[src/rtl/uart_tx_feeder.sv]
// Byte FIFO sequencer feeding a serial transmitter: start/done handshake,
// optional inter-byte gap, and a watchdog that recovers from a silent transmitter.
`timescale 1ns/1ps
module uart_tx_feeder #(
  parameter int DEPTH      = 16,
  parameter int ADDR_W     = 4,
  parameter int GAP_CYCLES = 0,
  parameter int TIMEOUT    = 20000
) (
  input  logic              clk,
  input  logic              rst_n,
  input  logic [7:0]        wr_data,
  input  logic              wr_en,
  input  logic              clr_err,
  input  logic              tx_done,
  output logic [7:0]        tx_data,
  output logic              tx_start,
  output logic              full,
  output logic              empty,
  output logic [ADDR_W:0]   count,
  output logic              busy,
  output logic              overflow,
  output logic              timeout_err
);

  localparam int TW = $clog2(TIMEOUT);
  localparam int GW = (GAP_CYCLES > 1) ? $clog2(GAP_CYCLES) : 1;
  localparam logic [ADDR_W:0] FULL_CNT  = (ADDR_W+1)'(DEPTH);
  localparam logic [GW-1:0]   GAP_LOAD  = (GAP_CYCLES > 0) ? GW'(GAP_CYCLES - 1) : '0;
  // Abort on the edge where the timer would reach TIMEOUT-1, i.e. TIMEOUT clocks after START.
  localparam logic [TW-1:0]   TIMER_END = TW'(TIMEOUT - 2);

  typedef enum logic [1:0] {IDLE, START, WAIT_DONE, GAP} state_t;

  state_t            state;
  logic [7:0]        mem [DEPTH];
  logic [ADDR_W-1:0] wr_ptr;
  logic [ADDR_W-1:0] rd_ptr;
  logic [TW-1:0]     timer;
  logic [GW-1:0]     gap_cnt;
  logic              push;
  logic              pop;

  assign full  = (count == FULL_CNT);
  assign empty = (count == '0);
  assign push  = wr_en && !full;
  assign pop   = (state == IDLE) && !empty;

  // NOTE: the storage array has no reset; stale bytes are unreachable once the pointers and count clear.
  always_ff @(posedge clk) begin
    if (push) mem[wr_ptr] <= wr_data;
  end

  // NOTE: all state uses non-blocking assignments so every register samples pre-edge values.
  always_ff @(posedge clk) begin
    if (!rst_n) begin
      wr_ptr   <= '0;
      rd_ptr   <= '0;
      count    <= '0;
      overflow <= 1'b0;
    end else begin
      if (push) wr_ptr <= wr_ptr + 1'b1;
      if (pop)  rd_ptr <= rd_ptr + 1'b1;
      if (push && !pop)      count <= count + 1'b1;
      else if (!push && pop) count <= count - 1'b1;
      if (wr_en && full) overflow <= 1'b1;
      else if (clr_err)  overflow <= 1'b0;
    end
  end

  always_ff @(posedge clk) begin
    if (!rst_n) begin
      state       <= IDLE;
      tx_data     <= '0;
      tx_start    <= 1'b0;
      busy        <= 1'b0;
      timer       <= '0;
      gap_cnt     <= '0;
      timeout_err <= 1'b0;
    end else begin
      tx_start <= 1'b0;
      // NOTE: the later watchdog set overrides this clear, so a coincident event wins.
      if (clr_err) timeout_err <= 1'b0;
      case (state)
        IDLE: begin
          if (pop) begin
            tx_data  <= mem[rd_ptr];
            tx_start <= 1'b1;
            busy     <= 1'b1;
            state    <= START;
          end
        end
        START: begin
          timer <= '0;
          state <= WAIT_DONE;
        end
        WAIT_DONE: begin
          if (tx_done) begin
            if (GAP_CYCLES == 0) begin
              busy  <= 1'b0;
              state <= IDLE;
            end else begin
              gap_cnt <= GAP_LOAD;
              state   <= GAP;
            end
          end else if (timer == TIMER_END) begin
            timeout_err <= 1'b1;
            busy        <= 1'b0;
            state       <= IDLE;
          end else begin
            timer <= timer + 1'b1;
          end
        end
        GAP: begin
          if (gap_cnt == '0) begin
            busy  <= 1'b0;
            state <= IDLE;
          end else begin
            gap_cnt <= gap_cnt - 1'b1;
          end
        end
        default: state <= IDLE;
      endcase
    end
  end

endmodule
[config.mk]
export PLATFORM = sky130hd
export DESIGN_NAME = uart_tx_feeder
export DESIGN_NICKNAME = d
export VERILOG_FILES = /design/src/rtl/uart_tx_feeder.sv
export SDC_FILE = /design/constraint.sdc
export NUM_CORES = 1
export LEC_CHECK = 0
export CORE_ASPECT_RATIO = 1.2
export CORE_MARGIN = 5
export CORE_UTILIZATION = 37
export CTS_BUF_LIST = sky130_fd_sc_hd__clkbuf_8
export DETAILED_ROUTE_END_ITERATION = 10
export PLACE_DENSITY = 0.65
export SKIP_CTS_REPAIR_TIMING = 1
export SLEW_MARGIN = 40
export SYNTH_ARGS = -nofsm -noshare
export SYNTH_HDL_FRONTEND = slang
export SYNTH_SLANG_ARGS = --single-unit
[constraint.sdc]
create_clock -name clk -period 3.2 [get_ports clk]
set_input_delay 0.64 -clock clk [delete_from_list [all_inputs] [get_ports clk]]
set_output_delay 0.64 -clock clk [all_outputs]
set_load 0.01 [all_outputs]
==> results_dict.tcl <==
set metrics [dict create \
    status "completed" \
    synth_edf_count 128 \
    cts_tree "yes" \
    diodes 0 \
    path_class "reg2out" \
    overflow 0 \
    seq_area_frac_synth_pct 66.8 \
    fill_cells 1716 \
    multi_input_area_um2 2180 \
    netlist-cell-type-count 49 \
    final-hold-violation-count 0 \
    wl_met1_um 6120 \
    crit_arrival_ns 2.05 \
    finalWirelength_um 14400 \
    startpoint_type "register" \
    rows 55 \
    initial_utilization_pct 37.3 \
    core_area_um2 18800 \
    pwr-share-clk_pct 26.3 \
    cts.clk_slew.worst_paths_ns 0.09 \
    critPathRequiredTime_ns 2.56 \
    numCtsBuffers 17 \
    cp_max_fo 5 \
    peakVddDrop_uv 417 \
    grt_max_degree 56 \
    grt_antenna_before_repair 0 \
    totalNegativeSetupSlack_ns 0 \
    hold_class "reg2reg" \
    areaGrowthSynthToFinish_pct 14.6 \
    dieArea_um2 21800 \
    internal_power_mw 3.91 \
    relSlewSlack_pct 48.9 \
    routedWlPerCell_um 17.6 \
    met3WireLength_um 827 \
    fin_crit_ns 2.69 \
    cts_num_sinks 170 \
    synthesis.area_um2 7020 \
    first_pass_iters 4 \
    fp.dieH_um 161 \
    dieWidth_um 136 \
    async_flop_share_pct 0 \
    setup_viol 0 \
    grt_use_total_pct 13.6 \
    synth_top_area_cell "edfxtp_1" \
    vias_per_cell 5.17 \
    grt_pass1_vias 4178 \
    gp_congestion 0.864 \
    clk_latency_ns 0.45 \
    seqPwrFrac_pct 46.9 \
    max-cap-violations 0 \
    wl_met2_um 7090 \
    netSwitchingFraction_pct 31.0 \
    synthTopCellsByArea "edfxtp_1 55%, dfxtp_1 12%, mux2i_1 10%" \
    port_buffers 31 \
    pin_count 32 \
    synth_ff_type "edfxtp_1" \
    via_count 4210 \
    clock_path_buffers 2 \
    cts_root_buffer "clkbuf_8" \
    fmax_ghz 0.372 \
    p_comb_share_pct 26.8 \
    fin_util_pct 42.8 \
    layout.nets 572 \
    finalCritPeriodShare_pct 83.9 \
    ys.warnings.count 0 \
    slew_viol_final 0 \
    final_antenna_net_count 0 \
    postSynthAreaPerCell_um2 13.8 \
    crit_path_end_kind "output port" \
    drtIter0Drc 258 \
    p_leak_nw 2.64 \
    clock_skew_ns 0.0106 \
    routed.top_layer "met4" \
    p_switching_mw 1.76 \
    htree_levels 4 \
    dp_hpwl_um 9600 \
    power_density_nw_per_um2 705 \
    synth_top_cell_area_share_pct 54.8 \
    rsz0062_at_grt "false" \
    syn_nets 533 \
    drcViolationCount 0 \
    final-seq-area_um2 4690 \
    drive_gt1_share_pct 9.30 \
    ys_ff_latch 170 \
    grt_pass1_wl_um 22500 \
    netlist_instances 507 \
    worstMarginPinSlew_ns 0.764 \
]
==> layout make-up <==
| cell class | count | share of cell area (%) |
|---|---|---|
| repair buffers | 44 | 5.23 |
| flip-flops and latches | 170 | 58.3 |
| multi-input cells | 302 | 27.2 |
| well taps | 256 | 3.98 |
| clock buffers | 17 | 2.91 |
| clock inverters | 15 | 1.91 |
| inverters | 11 | 0.513 |
==> Yosys cell counts, types with 7 or more instances <==
library cell / n
a21oi_1: 13
and2_1: 15
buf_2: 7
clkbuf_1: 14
dfxtp_1: 42
edfxtp_1: 128
ha_1: 12
inv_1: 11
mux2i_1: 70
nand2_1: 31
nand2b_1: 8
nand3_1: 7
nand4_1: 8
nor2_1: 24
nor4_1: 9
o21ai_0: 15
o22ai_1: 32
==> worst paths after layout <==
kind | to | startpoint | depth (start not counted) | slack [ns]
setup / recovery | full | count[0] | 3 | 0.51
hold / removal | timer[3] | timer[3] | 2 | 0.50
setup reg to reg | count[4] | count[0] | 10 | 0.59
hold reg to reg | timer[3] | timer[3] | 2 | 0.50
==> flip-flops by register name (all words and copies together), names as in the netlist <==
name / count
tx_start: 1
timer: 15
tx_data: 8
rd_ptr: 4
state: 2
mem: 128
count: 5
overflow: 1
wr_ptr: 4
timeout_err: 1
busy: 1
==> logic make-up after synthesis <==
logic type      Yosys count  share of synthesized area [%]
flops                   170                           66.8
simple gates            133                           10.8
compound gates           75                           6.51
mux                      70                           9.99
buf+inv                  35                           2.10
fa+ha+maj                13                           2.43
xor+xnor                 11                           1.37
==> power groups by stage <==
stage,sequential [mW],clock [mW],combinational (mW)
2_1_floorplan,2.67,0,1.05
3_3_place_gp,2.70,0,1.48
3_5_place_dp,2.71,0,1.53
4_1_cts,2.66,1.51,1.53
5_1_grt,2.68,1.62,1.67
6_report,2.66,1.49,1.52
==> placed cells by master (no fill, tap or decap), types with 6 or more instances in the layout <==
cell type,instances
nand2_1,31
xnor2_1,6
nand3_1,7
inv_1,14
edfxtp_1,128
nor2_1,24
dfxtp_1,41
buf_4,12
mux2i_1,70
ha_1,12
o21ai_0,15
clkbuf_8,17
a21oi_1,13
and2_1,15
nor4_1,9
nand2b_1,8
nand4_1,8
o22ai_1,32
clkdlybuf4s50_1,31
==> critical path, stage by stage, from the launching register on <==
cell and delay [ns]:
dfxtp_1 0.37, nor4_2 0.48, and2_1 0.21, clkdlybuf4s50_1 0.54
==> per-layer routing <==
| layer | up-vias | GRT usage (%) |
|---|---|---|
| met5 | - | 0 |
| met3 | 25 | 3.57 |
| met1 | 2063 | 16.9 |
| met4 | 0 | 4.90 |
| li1 | 1987 | - |
| met2 | 135 | 23.0 |
==> through the flow <==
| stage | setup slack (ns) | cell area (um^2) | instances | total power, mW | hold WS, ns |
|---|---|---|---|---|---|
| floorplan | 0.767 | 7020 | 507 | 3.72 | 0.438 |
| CTS | 0.479 | 8040 | 815 | 5.71 | 0.499 |
| global placement | 0.439 | 7650 | 783 | 4.18 | 0.466 |
| detailed placement | 0.326 | 7650 | 783 | 4.24 | 0.488 |
| global route | 0.372 | 8040 | 815 | 5.96 | 0.541 |
| finish | 0.515 | 8040 | 815 | 5.67 | 0.498 |
No activity file was read; power rests on OpenSTA's default activity.
